File: config.mk
export PLATFORM = sky130hd
export DESIGN_NAME = fetch_unit_flat
export DESIGN_NICKNAME = d
export VERILOG_FILES = /design/src/rtl/rv_pkg.sv /design/src/rtl/fetch_unit_if.sv /design/src/rtl/fetch_fifo.sv /design/src/rtl/fetch_unit.sv /design/src/flat_wrapper.sv
export SDC_FILE = /design/constraint.sdc
export NUM_CORES = 1
export LEC_CHECK = 0
export CAP_MARGIN = 5
export CORE_MARGIN = 4
export CORE_UTILIZATION = 45
export DETAILED_ROUTE_END_ITERATION = 10
export GPL_TIMING_DRIVEN = 0
export PLACE_DENSITY = 0.71
export SLEW_MARGIN = 20
export SYNTH_ARGS = -nofsm -noshare
export SYNTH_HDL_FRONTEND = slang
export SYNTH_HIERARCHICAL = 1
export SYNTH_SLANG_ARGS = --single-unit
File: constraint.sdc
create_clock -name clk -period 9.75 [get_ports clk]
set_clock_uncertainty 0.05 [all_clocks]
set_input_delay 2.4375 -clock clk [delete_from_list [all_inputs] [get_ports clk]]
set_output_delay 2.4375 -clock clk [all_outputs]
set_load 0.02 [all_outputs]
File: src/rtl/rv_pkg.sv
// Shared RV front-end types: data width, fetch FSM states, buffered instruction entry.
// Pure declarations; no timing or flow-control behaviour of its own.
package rv_pkg;

  localparam int XLEN = 32;
  localparam logic [XLEN-1:0] DEFAULT_RESET_PC = 32'h0000_0000;

  typedef enum logic [1:0] {
    ST_RESET = 2'd0,
    ST_FETCH = 2'd1,
    ST_FLUSH = 2'd2
  } fetch_state_t;

  typedef struct packed {
    logic [XLEN-1:0] instr;
    logic [XLEN-1:0] pc;
  } fetch_entry_t;

  function automatic logic [XLEN-1:0] align_word(input logic [XLEN-1:0] a);
    return a & ~XLEN'(3);
  endfunction

endpackage

File: src/rtl/fetch_unit_if.sv
// Fetch unit bundle: imem request/response, decode-side instruction stream and redirect.
// master = fetch unit side; slave = memory/decode/branch side. Valid/ready on both streams.
interface fetch_unit_if;
  import rv_pkg::*;

  logic            imem_req_valid;
  logic            imem_req_ready;
  logic [XLEN-1:0] imem_req_addr;
  logic            imem_rsp_valid;
  logic [XLEN-1:0] imem_rsp_data;
  logic            instr_valid;
  logic            instr_ready;
  logic [XLEN-1:0] instr;
  logic [XLEN-1:0] instr_pc;
  logic            redirect_valid;
  logic [XLEN-1:0] redirect_pc;

  modport master (
    output imem_req_valid, imem_req_addr, instr_valid, instr, instr_pc,
    input  imem_req_ready, imem_rsp_valid, imem_rsp_data, instr_ready,
    input  redirect_valid, redirect_pc
  );

  modport slave (
    input  imem_req_valid, imem_req_addr, instr_valid, instr, instr_pc,
    output imem_req_ready, imem_rsp_valid, imem_rsp_data, instr_ready,
    output redirect_valid, redirect_pc
  );

endinterface

File: src/rtl/fetch_fifo.sv
// Instruction buffer of {instr, pc}; push visible at the head one cycle later (no bypass).
// No backpressure of its own: the caller's credit scheme keeps pushes within DEPTH; flush wins.
module fetch_fifo
  import rv_pkg::*;
#(
  parameter int DEPTH = 2,
  localparam int CW = $clog2(DEPTH + 1)
) (
  input  logic          clk,
  input  logic          rst_n,
  input  logic          flush,
  input  logic          push,
  input  fetch_entry_t  push_entry,
  input  logic          pop,
  output fetch_entry_t  head,
  output logic [CW-1:0] count
);

  localparam int PW = (DEPTH > 1) ? $clog2(DEPTH) : 1;

  fetch_entry_t  mem [DEPTH];
  logic [PW-1:0] rd_ptr;
  logic [PW-1:0] wr_ptr;
  logic          do_push;
  logic          do_pop;

  function automatic logic [PW-1:0] ptr_inc(input logic [PW-1:0] p);
    return (p == PW'(DEPTH - 1)) ? '0 : p + 1'b1;
  endfunction

  assign do_pop  = pop && (count != '0);
  assign do_push = push && ((count != CW'(DEPTH)) || do_pop);
  assign head    = mem[rd_ptr];

  always_ff @(posedge clk or negedge rst_n) begin
    if (!rst_n) begin
      rd_ptr <= '0;
      wr_ptr <= '0;
      count  <= '0;
    end else if (flush) begin
      rd_ptr <= '0;
      wr_ptr <= '0;
      count  <= '0;
    end else begin
      if (do_pop)  rd_ptr <= ptr_inc(rd_ptr);
      if (do_push) wr_ptr <= ptr_inc(wr_ptr);
      count <= count + CW'(do_push) - CW'(do_pop);
    end
  end

  // Storage needs no reset: nothing is read past the head while count is zero.
  always_ff @(posedge clk) begin
    if (do_push && !flush) mem[wr_ptr] <= push_entry;
  end

endmodule

File: src/rtl/fetch_unit.sv
// Sequential instruction fetch with redirect; response in cycle N reaches decode in N+1.
// Requests are credit-limited to FIFO_DEPTH (in flight + buffered); decode stalls via instr_ready.
module fetch_unit
  import rv_pkg::*;
#(
  parameter logic [XLEN-1:0] RESET_PC   = DEFAULT_RESET_PC,
  parameter int              FIFO_DEPTH = 2
) (
  input logic          clk,
  input logic          rst_n,
  fetch_unit_if.master bus
);

  localparam int CW = $clog2(FIFO_DEPTH + 1);
  localparam int SW = CW + 2;

  fetch_state_t    state;
  logic [XLEN-1:0] pc;
  logic [CW-1:0]   live;
  logic [CW-1:0]   stale;
  logic [CW-1:0]   fifo_count;
  logic [SW-1:0]   inflight;
  fetch_entry_t    head;
  fetch_entry_t    push_entry;
  logic            redir;
  logic            accept;
  logic            rsp_stale;
  logic            rsp_live;
  logic            push;
  logic            pop;
  logic [CW-1:0]   live_next;
  logic [CW-1:0]   stale_next;
  logic [CW-1:0]   stale_redir;
  logic [XLEN-1:0] rsp_pc;

  assign inflight = SW'(live) + SW'(stale) + SW'(fifo_count);
  assign bus.imem_req_valid = (state != ST_RESET) && (inflight < SW'(FIFO_DEPTH));
  assign bus.imem_req_addr  = pc;

  assign redir     = bus.redirect_valid && (state != ST_RESET);
  assign accept    = bus.imem_req_valid && bus.imem_req_ready;
  assign rsp_stale = bus.imem_rsp_valid && (stale != '0);
  assign rsp_live  = bus.imem_rsp_valid && (stale == '0);

  // Live requests are always consecutive words ending just below pc, so the
  // oldest one (the one answering now) sits live words back.
  assign rsp_pc     = pc - XLEN'({live, 2'b00});
  assign push_entry = '{instr: bus.imem_rsp_data, pc: rsp_pc};
  assign push       = rsp_live && !redir;
  assign pop        = bus.instr_valid && bus.instr_ready && !redir;

  assign live_next   = live + CW'(accept) - CW'(rsp_live);
  assign stale_next  = stale - CW'(rsp_stale);
  assign stale_redir = stale + live + CW'(accept) - CW'(bus.imem_rsp_valid);

  always_ff @(posedge clk or negedge rst_n) begin
    if (!rst_n) begin
      state <= ST_RESET;
      pc    <= RESET_PC;
      live  <= '0;
      stale <= '0;
    end else begin
      case (state)
        ST_RESET: state <= ST_FETCH;
        default: begin
          if (redir) begin
            pc    <= align_word(bus.redirect_pc);
            live  <= '0;
            stale <= stale_redir;
            state <= (stale_redir != '0) ? ST_FLUSH : ST_FETCH;
          end else begin
            if (accept) pc <= pc + 32'd4;
            live  <= live_next;
            stale <= stale_next;
            if (state == ST_FLUSH && stale_next == '0) state <= ST_FETCH;
          end
        end
      endcase
    end
  end

  fetch_fifo #(.DEPTH(FIFO_DEPTH)) u_fifo (
    .clk        (clk),
    .rst_n      (rst_n),
    .flush      (redir),
    .push       (push),
    .push_entry (push_entry),
    .pop        (pop),
    .head       (head),
    .count      (fifo_count)
  );

  assign bus.instr_valid = (fifo_count != '0);
  assign bus.instr       = bus.instr_valid ? head.instr : '0;
  assign bus.instr_pc    = bus.instr_valid ? head.pc : '0;

endmodule

File: src/flat_wrapper.sv
// flat-port wrapper written by rule: the top's interface ports become plain ports
module fetch_unit_flat import rv_pkg::*;
#(
  parameter logic [XLEN-1:0] RESET_PC   = DEFAULT_RESET_PC,
  parameter int              FIFO_DEPTH = 2
)
  (clk, rst_n, bus_imem_req_valid, bus_imem_req_addr, bus_instr_valid, bus_instr, bus_instr_pc, bus_imem_req_ready, bus_imem_rsp_valid, bus_imem_rsp_data, bus_instr_ready, bus_redirect_valid, bus_redirect_pc);
  fetch_unit_if bus_i ();
  input logic clk;
  input logic rst_n;
  output wire logic [$bits(bus_i.imem_req_valid)-1:0] bus_imem_req_valid;
  output wire logic [$bits(bus_i.imem_req_addr)-1:0] bus_imem_req_addr;
  output wire logic [$bits(bus_i.instr_valid)-1:0] bus_instr_valid;
  output wire logic [$bits(bus_i.instr)-1:0] bus_instr;
  output wire logic [$bits(bus_i.instr_pc)-1:0] bus_instr_pc;
  input wire logic [$bits(bus_i.imem_req_ready)-1:0] bus_imem_req_ready;
  input wire logic [$bits(bus_i.imem_rsp_valid)-1:0] bus_imem_rsp_valid;
  input wire logic [$bits(bus_i.imem_rsp_data)-1:0] bus_imem_rsp_data;
  input wire logic [$bits(bus_i.instr_ready)-1:0] bus_instr_ready;
  input wire logic [$bits(bus_i.redirect_valid)-1:0] bus_redirect_valid;
  input wire logic [$bits(bus_i.redirect_pc)-1:0] bus_redirect_pc;
  assign bus_imem_req_valid = bus_i.imem_req_valid;
  assign bus_imem_req_addr = bus_i.imem_req_addr;
  assign bus_instr_valid = bus_i.instr_valid;
  assign bus_instr = bus_i.instr;
  assign bus_instr_pc = bus_i.instr_pc;
  assign bus_i.imem_req_ready = bus_imem_req_ready;
  assign bus_i.imem_rsp_valid = bus_imem_rsp_valid;
  assign bus_i.imem_rsp_data = bus_imem_rsp_data;
  assign bus_i.instr_ready = bus_instr_ready;
  assign bus_i.redirect_valid = bus_redirect_valid;
  assign bus_i.redirect_pc = bus_redirect_pc;
  fetch_unit #(.RESET_PC(RESET_PC), .FIFO_DEPTH(FIFO_DEPTH)) u_core (.clk(clk), .rst_n(rst_n), .bus(bus_i));
endmodule
==> out/metrics.json, run 1 <==
{
  "slew-limit-headroom": {"value": 47.21, "unit": "%"},
  "ys.warnings.count": {"value": 6},
  "worstSetupStartpointType": {"value": "flip-flop"},
  "yosys.area_share.adder": {"value": 2.471, "unit": "%"},
  "synth_top_family_by_area": {"value": "simple AND/OR/NAND/NOR gates"},
  "min_period_over_period": {"value": 54.44, "unit": "%"},
  "route.detailed.drc": {"value": 0},
  "mapped_cell_area": {"value": 0.008203, "unit": "mm²"},
  "cap_violations": {"value": 0},
  "setup.reg_to_reg.worst_slack": {"value": 6.08, "unit": "ns"},
  "gpl.final_weighted_congestion": {"value": 0.8663},
  "category_of_the_most_critical_setup_path": {"value": "reg -> out"},
  "detail_route.wl_per_cell": {"value": 17.73, "unit": "µm"},
  "r2r-end": {"value": "u_core/u_fifo/mem[1][56]"},
  "cts_tree": {"value": "built"},
  "place.detailed.hpwl": {"value": 14620, "unit": "µm"},
  "async_reset_ff_share": {"value": 23.81, "unit": "%"},
  "core_area": {"value": 0.01796, "unit": "mm²"},
  "worstRegToRegCells": {"value": 9},
  "synthXorXnorAreaFrac": {"value": 6.513, "unit": "%"},
  "holdBufCountCts": {"value": 0},
  "worst_tran_pin_value": {"value": 0.7919, "unit": "ns"},
  "initial_standard_cell_utilization_of_the_core": {"value": 45.66, "unit": "%"},
  "internal-power": {"value": 1.817, "unit": "mW"},
  "final_report_setup_violation_count": {"value": 0},
  "final_period_minus_worst_setup_slack": {"value": 5.308, "unit": "ns"},
  "postSynth.topFlopCell": {"value": "sky130_fd_sc_hd__edfxtp_1"},
  "grt_first_pass_wirelength": {"value": 30860, "unit": "µm"},
  "fp.dieArea": {"value": 0.02045, "unit": "mm²"},
  "cts_root_buffer": {"value": "sky130_fd_sc_hd__clkbuf_16"},
  "overall_power": {"value": 2.826, "unit": "mW"},
  "io_buffer_count": {"value": 162},
  "max-clock-path-buffers": {"value": 2},
  "timing.critical_path.fanout_max": {"value": 10},
  "number_of_i_o_pins": {"value": 168},
  "placement_rows": {"value": 49},
  "drt-initial-drc-count": {"value": 278},
  "cts_inserted_buffers": {"value": 17},
  "crit_path_end": {"value": "bus_instr[28]"},
  "grt_max_degree": {"value": 31},
  "final_max_slew_viol_count": {"value": 0},
  "run_status": {"value": "completed"},
  "worstSetupEndpointType": {"value": "output pin"},
  "synth.yosys.seq_area_share": {"value": 59.06, "unit": "%"},
  "design.final.nets": {"value": 940},
  "whs": {"value": 0.4983, "unit": "ns"},
  "number_of_global_route_vias_before_repair": {"value": 5832},
  "cts_resizes": {"value": 0},
  "post_synth_num_cell_types": {"value": 55},
  "ys_ff_latch": {"value": 168},
  "area_of_the_multi_input_gates": {"value": 0.003070, "unit": "mm²"},
  "share_comb_of_total_power": {"value": 41.1, "unit": "%"},
  "crit_start": {"value": "u_core/u_fifo/count[0]"},
  "layout.cells.non_filler": {"value": 1097},
  "antenna_left": {"value": 0},
  "synth-compound-area-share": {"value": 3.600, "unit": "%"},
  "wirelength": {"value": 19450, "unit": "µm"},
  "clock_latency": {"value": 0.42, "unit": "ns"},
  "unrepaired_setup_endpoints_after_global_routing": {"value": "false"},
  "hold_path.class": {"value": "reg -> reg"},
  "timing.critical_path.arrival": {"value": 2.82, "unit": "ns"},
  "overflow": {"value": 0},
  "dp_cells": {"value": 1065},
  "synth_area_per_cell": {"value": 12.56, "unit": "µm²"},
  "synthCells": {"value": 653},
  "pwr-share-clk": {"value": 22.2, "unit": "%"},
  "h-tree-depth": {"value": 4},
  "syn_to_final_growth": {"value": 31.88, "unit": "%"},
  "max_freq": {"value": 0.1884, "unit": "GHz"},
  "detailroute.via_count": {"value": 5670},
  "setup_tns_final": {"value": 0, "unit": "ns"},
  "vdd_drop_max": {"value": 0.0002268, "unit": "V"},
  "dr.pass1.iters": {"value": 5},
  "die_y": {"value": 143.0, "unit": "µm"},
  "synth-edff-count": {"value": 128},
  "powerDensity": {"value": 261.2, "unit": "mW/mm²"},
  "antenna_found_initial": {"value": 0},
  "grt_util_all_layers": {"value": 19.45, "unit": "%"},
  "die_span_x": {"value": 143.0, "unit": "µm"},
  "fillerInstances": {"value": 1417},
  "critical_path_required": {"value": 7.26, "unit": "ns"},
  "hold_viol": {"value": 0},
  "yosys.area_share.simple": {"value": 15.36, "unit": "%"},
  "drive_gt1_share": {"value": 8.986, "unit": "%"},
  "netSwitchingPower": {"value": 1.009, "unit": "mW"},
  "timing.rr.start": {"value": "u_core/state[1]"},
  "power.sequential.fraction": {"value": 36.7, "unit": "%"},
  "vias_per_cell": {"value": 5.169},
  "clk_pin_slew": {"value": 0.06, "unit": "ns"},
  "cts_setup_buffers": {"value": 0},
  "final-seq-area": {"value": 0.004845, "unit": "mm²"},
  "synth_mux_area_share": {"value": 9.091, "unit": "%"},
  "clkSinkCount": {"value": 168},
  "antenna_cells": {"value": 0},
  "power_switching_share": {"value": 35.70, "unit": "%"},
  "static-leakage-power": {"value": 3.946, "unit": "nW"}
}
[registers in the layout, summed over array words and instances (netlist names)]
signal / count
u_core/u_fifo/rd_ptr: 1
u_core/u_fifo/count: 2
u_core/live: 2
u_core/u_fifo/mem: 128
u_core/bus.imem_req_addr: 30
u_core/u_fifo/wr_ptr: 1
u_core/state: 2
u_core/stale: 2
[power by group through the flow]
stage	Combinational, mW	Clock [mW]	Sequential, mW
finish	1.16	0.628	1.04
global route	1.26	0.678	1.05
CTS	1.17	0.645	1.04
detailed placement	1.16	0	1.05
global placement	1.12	0	1.06
floorplan	0.634	0	1.09
[critical path, stage by stage, from the launching register on]
cell and delay [ns]:
sky130_fd_sc_hd__dfrtp_1 0.46, sky130_fd_sc_hd__or2_2 0.19, sky130_fd_sc_hd__clkbuf_1 0.60, sky130_fd_sc_hd__clkbuf_1 0.36
sky130_fd_sc_hd__and2_1 0.19, sky130_fd_sc_hd__clkdlybuf4s50_1 0.60
[how the worst min path moves through the flow]
| stage | start | endpoint | slack, ns | cells past startpoint |
|---|---|---|---|---|
| 3_3_place_gp | u_core/state[0] | u_core/state[0] | 0.47 | 1 |
| 5_1_grt | u_core/state[0] | u_core/state[0] | 0.53 | 1 |
| 4_1_cts | u_core/state[0] | u_core/state[0] | 0.49 | 1 |
| 2_1_floorplan | u_core/state[0] | u_core/state[0] | 0.45 | 1 |
| 6_report | u_core/state[0] | u_core/state[0] | 0.50 | 1 |
| 3_5_place_dp | u_core/state[0] | u_core/state[0] | 0.48 | 1 |
[routing by layer]
metal  track usage, %  wire length (µm)  part of all wire [%]
met1            26.37              8430                    43
met2            31.70              9358                    48
met3            3.282              1197                   6.2
met4            7.104               459                   2.4
met5                0                 0                     0
[area by class of cell]
type / count / share of cell area, %
clock buffer: 22 / 4.106
tap: 229 / 2.649
clock inverter: 10 / 0.9484
buffer: 42 / 2.059
sequential: 168 / 44.78
timing repair buffer: 178 / 16.20
multi-input combinational: 423 / 28.38
inverter: 25 / 0.8675
[Yosys cell counts, types with 2 or more instances]
| cell type | count | area share, % |
|---|---|---|
| sky130_fd_sc_hd__edfxtp_1 | 128 | 47 |
| sky130_fd_sc_hd__and2_1 | 65 | 5.0 |
| sky130_fd_sc_hd__mux2_1 | 55 | 7.6 |
| sky130_fd_sc_hd__nand2_1 | 50 | 2.3 |
| sky130_fd_sc_hd__xnor2_1 | 44 | 4.7 |
| sky130_fd_sc_hd__dfrtp_1 | 40 | 12 |
| sky130_fd_sc_hd__o21ai_0 | 33 | 2.0 |
| sky130_fd_sc_hd__clkbuf_1 | 29 | 1.3 |
| sky130_fd_sc_hd__nor2_1 | 25 | 1.1 |
| sky130_fd_sc_hd__inv_1 | 23 | 1.1 |
| sky130_fd_sc_hd__xor2_1 | 17 | 1.8 |
| sky130_fd_sc_hd__nor3_1 | 14 | 0.85 |
| sky130_fd_sc_hd__nor4_1 | 14 | 1.1 |
| sky130_fd_sc_hd__ha_1 | 13 | 2.0 |
| sky130_fd_sc_hd__nand3_1 | 11 | 0.67 |
| sky130_fd_sc_hd__mux2_2 | 9 | 1.2 |
| sky130_fd_sc_hd__nand4_1 | 8 | 0.61 |
| sky130_fd_sc_hd__and4_1 | 7 | 0.75 |
| sky130_fd_sc_hd__buf_6 | 7 | 0.96 |
| sky130_fd_sc_hd__and3_1 | 5 | 0.38 |
| sky130_fd_sc_hd__or3_1 | 5 | 0.38 |
| sky130_fd_sc_hd__a21oi_1 | 4 | 0.24 |
| sky130_fd_sc_hd__a31oi_1 | 4 | 0.31 |
| sky130_fd_sc_hd__buf_2 | 3 | 0.18 |
| sky130_fd_sc_hd__nor2b_1 | 3 | 0.23 |
| sky130_fd_sc_hd__buf_4 | 2 | 0.18 |
| sky130_fd_sc_hd__fa_1 | 2 | 0.49 |
| sky130_fd_sc_hd__nand2b_1 | 2 | 0.15 |
| sky130_fd_sc_hd__nor3b_1 | 2 | 0.18 |
| sky130_fd_sc_hd__o21a_1 | 2 | 0.18 |
| sky130_fd_sc_hd__or2_2 | 2 | 0.15 |
| sky130_fd_sc_hd__or4_4 | 2 | 0.27 |
[kinds of logic after synthesis]
family,count (synthesis)
simple gates,225
xor+xnor,61
other cells,1
compound gates,50
flops,168
buf+inv,67
mux,66
fa+ha+maj,15
[layout by cell type, fill, tap and decap left out, types with 6 or more instances in the layout]
cell type                         netlist  layout
sky130_fd_sc_hd__clkdlybuf4s50_1        0     161
sky130_fd_sc_hd__edfxtp_1             128     128
sky130_fd_sc_hd__and2_1                65      65
sky130_fd_sc_hd__mux2_1                55      55
sky130_fd_sc_hd__nand2_1               50      50
sky130_fd_sc_hd__xnor2_1               44      44
sky130_fd_sc_hd__dfrtp_1               40      40
sky130_fd_sc_hd__clkbuf_1              29      34
sky130_fd_sc_hd__o21ai_0               33      33
sky130_fd_sc_hd__nor2_1                25      25
sky130_fd_sc_hd__inv_1                 23      23
sky130_fd_sc_hd__clkbuf_16              0      17
sky130_fd_sc_hd__xor2_1                17      17
sky130_fd_sc_hd__buf_4                  2      16
sky130_fd_sc_hd__nor4_1                14      14
sky130_fd_sc_hd__nor3_1                14      13
sky130_fd_sc_hd__ha_1                  13      13
sky130_fd_sc_hd__nand3_1               11      11
sky130_fd_sc_hd__mux2_2                 9       9
sky130_fd_sc_hd__buf_6                  7       8
sky130_fd_sc_hd__nand4_1                8       8
sky130_fd_sc_hd__and4_1                 7       7
sky130_fd_sc_hd__conb_1                 1       6
[metrics by stage]
step | utilization [%] | cell area, µm² | setup WS, ns
4_1_cts | 60.22 | 10820 | 4.359
3_5_place_dp | 57.18 | 10270 | 4.396
6_report | 60.22 | 10820 | 4.442
3_3_place_gp | 56.39 | 10130 | -1.974
2_1_floorplan | - | 8222 | 1.136
5_1_grt | 60.22 | 10820 | 4.248
Power figures use the tool's default switching activity.
==> run 2: changes to the inputs <==
- clock period: 9.75 -> 5.15 ns (I/O delays scaled with it)
==> run 2 against run 1 <==
Sequential share of layout area down 0.28 points; sequential power up 88%; highest routed layer unchanged; routed wire length down 1.2%; core utilization up 0.38 points; first-iteration DRC count up 31%; critical endpoint is now bus_instr_pc[0]; worst hold slack worse by 0.010 ns; design area up 0.64%; global-route usage down 0.29 points; clock power up 100%; die area unchanged.
==> out/metrics.json, run 2 (synthesis gave the netlist of run 1 again) <==
{
  "run_status": {"value": "completed"},
  "final_report_setup_violation_count": {"value": 0, "change": "unchanged"},
  "vias_per_cell": {"value": 5.180, "change": "+0.22%"},
  "max_freq": {"value": 0.2364, "unit": "GHz"},
  "timing.critical_path.fanout_max": {"value": 10, "change": "unchanged"},
  "timing.critical_path.mode_cell": {"value": "sky130_fd_sc_hd__clkbuf_1"},
  "drive_gt1_share": {"value": 9.175, "unit": "%", "change": "+0.19 points"},
  "route.detailed.drc": {"value": 0, "change": "unchanged"},
  "critical_path.top_delay_family": {"value": "buffers and inverters"},
  "crit_start": {"value": "u_core/u_fifo/count[0]"},
  "place.detailed.hpwl": {"value": 14540, "unit": "µm", "change": "-0.55%"},
  "io_buffer_count": {"value": 162, "change": "unchanged"},
  "powerDensity": {"value": 497.8, "unit": "mW/mm²", "change": "+91%"},
  "die_y": {"value": 143.0, "unit": "µm", "change": "unchanged"},
  "antenna_found_initial": {"value": 0, "change": "unchanged"},
  "hold_path.class": {"value": "reg -> reg"},
  "critical_path_required": {"value": 3.81, "unit": "ns", "change": "-3.45 ns"},
  "timing.rr.start": {"value": "u_core/live[1]"},
  "wirelength": {"value": 19210, "unit": "µm", "change": "-1.2%"},
  "number_of_i_o_pins": {"value": 168, "change": "unchanged"},
  "hold_path.startpoint": {"value": "u_core/state[0]"},
  "category_of_the_most_critical_setup_path": {"value": "reg -> out"},
  "grt_max_degree": {"value": 31, "change": "unchanged"},
  "vdd_drop_max": {"value": 0.0003696, "unit": "V", "change": "+63%"},
  "worst_tran_pin_value": {"value": 0.8875, "unit": "ns", "change": "+0.09563 ns"},
  "largest_register_ffs": {"value": 128, "change": "unchanged"},
  "number_of_global_route_vias_before_repair": {"value": 5788, "change": "-0.75%"},
  "core_area": {"value": 0.01796, "unit": "mm²", "change": "unchanged"},
  "cts_setup_buffers": {"value": 0, "change": "unchanged"},
  "grt_first_pass_wirelength": {"value": 30420, "unit": "µm", "change": "-1.5%"},
  "grt_util_all_layers": {"value": 19.17, "unit": "%", "change": "-0.29 points"},
  "hold_viol": {"value": 0, "change": "unchanged"},
  "dr.pass1.iters": {"value": 5, "change": "unchanged"},
  "static-leakage-power": {"value": 3.946, "unit": "nW", "change": "about the same"},
  "worstSetupEndpointType": {"value": "output pin"},
  "finish.utilization": {"value": 60.60, "unit": "%", "change": "+0.38 points"},
  "drt-initial-drc-count": {"value": 364, "change": "+31%"},
  "final_period_minus_worst_setup_slack": {"value": 4.230, "unit": "ns"},
  "timing.critical_path.arrival": {"value": 2.89, "unit": "ns", "change": "+0.07 ns"},
  "final_max_slew_viol_count": {"value": 0, "change": "unchanged"},
  "commonest_cells_after_routing_fill_and_taps_aside": {"value": "sky130_fd_sc_hd__clkdlybuf4s50_1 (161), sky130_fd_sc_hd__edfxtp_1 (128), sky130_fd_sc_hd__and2_1 (65)"},
  "gpl.final_weighted_congestion": {"value": 0.8722, "change": "+0.68%"},
  "cap_violations": {"value": 0, "change": "unchanged"},
  "slew-limit-headroom": {"value": 40.64, "unit": "%", "change": "-6.6 points"},
  "crit_path_max_incr_delay": {"value": 0.63, "unit": "ns", "change": "+0.03 ns"},
  "clk_pin_slew": {"value": 0.07, "unit": "ns", "change": "about the same"},
  "antenna_left": {"value": 0, "change": "unchanged"},
  "worstSetupStartpointType": {"value": "flip-flop"},
  "placement_rows": {"value": 49, "change": "unchanged"},
  "overflow": {"value": 0, "change": "unchanged"},
  "clock_latency": {"value": 0.42, "unit": "ns", "change": "about the same"},
  "layout.cells.non_filler": {"value": 1090, "change": "-0.64%"},
  "cts_resizes": {"value": 0, "change": "unchanged"},
  "initial_standard_cell_utilization_of_the_core": {"value": 45.66, "unit": "%", "change": "unchanged"},
  "design.final.nets": {"value": 933, "change": "-0.74%"},
  "cts_root_buffer": {"value": "sky130_fd_sc_hd__clkbuf_16"},
  "largest_reg_by_ff_count": {"value": "u_core/u_fifo/mem"},
  "critPathSlowestCell": {"value": "sky130_fd_sc_hd__clkbuf_1"},
  "cts_inserted_buffers": {"value": 17, "change": "unchanged"},
  "clkSinkCount": {"value": 168, "change": "unchanged"},
  "holdBufCountCts": {"value": 0, "change": "unchanged"},
  "leading_cell_type_in_the_layout_fill_and_taps_excluded": {"value": "sky130_fd_sc_hd__clkdlybuf4s50_1"},
  "die_span_x": {"value": 143.0, "unit": "µm", "change": "unchanged"},
  "h-tree-depth": {"value": 4, "change": "unchanged"},
  "detail_route.wl_per_cell": {"value": 17.62, "unit": "µm", "change": "-0.60%"},
  "max-clock-path-buffers": {"value": 2, "change": "unchanged"},
  "syn_to_final_growth": {"value": 32.72, "unit": "%"},
  "whs": {"value": 0.4879, "unit": "ns", "change": "-0.01042 ns"},
  "dp_cells": {"value": 1058, "change": "-0.66%"},
  "worstPathBufferInverterCount": {"value": 3, "change": "unchanged"},
  "fp.dieArea": {"value": 0.02045, "unit": "mm²", "change": "unchanged"},
  "cts_tree": {"value": "built"},
  "crit_chain": {"value": "or2_2, clkbuf_1, clkbuf_1, and2_1, clkdlybuf4s50_1"},
  "detailroute.via_count": {"value": 5646, "change": "-0.42%"},
  "min_period_over_period": {"value": 82.15, "unit": "%"},
  "unrepaired_setup_endpoints_after_global_routing": {"value": "false"},
  "antenna_cells": {"value": 0, "change": "unchanged"}
}
## run 2: changes by cell type in the layout (fill, tap and decap cells not counted), moves of 2 or more
cell                         before  now
sky130_fd_sc_hd__clkinv_2         3    1
sky130_fd_sc_hd__clkinv_1         4    1
sky130_fd_sc_hd__buf_8            0    5
sky130_fd_sc_hd__clkinv_4         0    5
sky130_fd_sc_hd__buf_4           16    2
sky130_fd_sc_hd__clkbuf_1        34   29
sky130_fd_sc_hd__clkinvlp_4       1    3
sky130_fd_sc_hd__inv_6            1    3
## run 2: final cells by class
type                       count  area, µm²
buffer                        42      222.7
timing repair buffer         171       1762
tap                          229      286.5
inverter                      25      93.84
fill                        1423       7077
multi-input combinational    423       3083
clock buffer                  17      425.4
sequential                   168       4845
clock inverter                15      168.9
## run 2: final timing paths
kind | slack (ns) | endpoint | cells after the start
max in group asynchronous | 3.87 | u_core/bus.imem_req_addr[10] | 2
worst min-delay path | 0.49 | u_core/state[0] | 1
min in group asynchronous | 0.70 | u_core/bus.imem_req_addr[31] | 1
worst max-delay path | 0.92 | bus_instr_pc[0] | 5
worst min register to register | 0.49 | u_core/state[0] | 1
worst max register to register | 1.63 | u_core/bus.imem_req_addr[29] | 10
## run 2: through the flow
step / setup TNS [ns] / power, mW / area [µm²] / setup WS, ns
final: 0 / 5.420 / 10890 / 0.9195
after global routing: 0 / 5.735 / 10890 / 0.7085
after global placement: -140.56 / 4.106 / 10150 / -1.827
after detailed placement: 0 / 4.183 / 10290 / 1.105
after CTS: 0 / 5.470 / 10890 / 0.8054
after floorplan: 0 / 3.264 / 8238 / 0.005608
## run 2: report_power, final
part           internal [mW]  switching [mW]
Clock                  0.724           0.542
Sequential              1.76           0.197
Combinational          0.976            1.22
Total                   3.46            1.96
## run 2: per-layer routing
metal	wire [µm]	vias to the layer above	track usage, %
li1	-	2693	-
met1	8194	2726	25.38
met2	9485	200	32.44
met3	1209	27	3.416
met4	318	0	5.653
met5	0	-	0
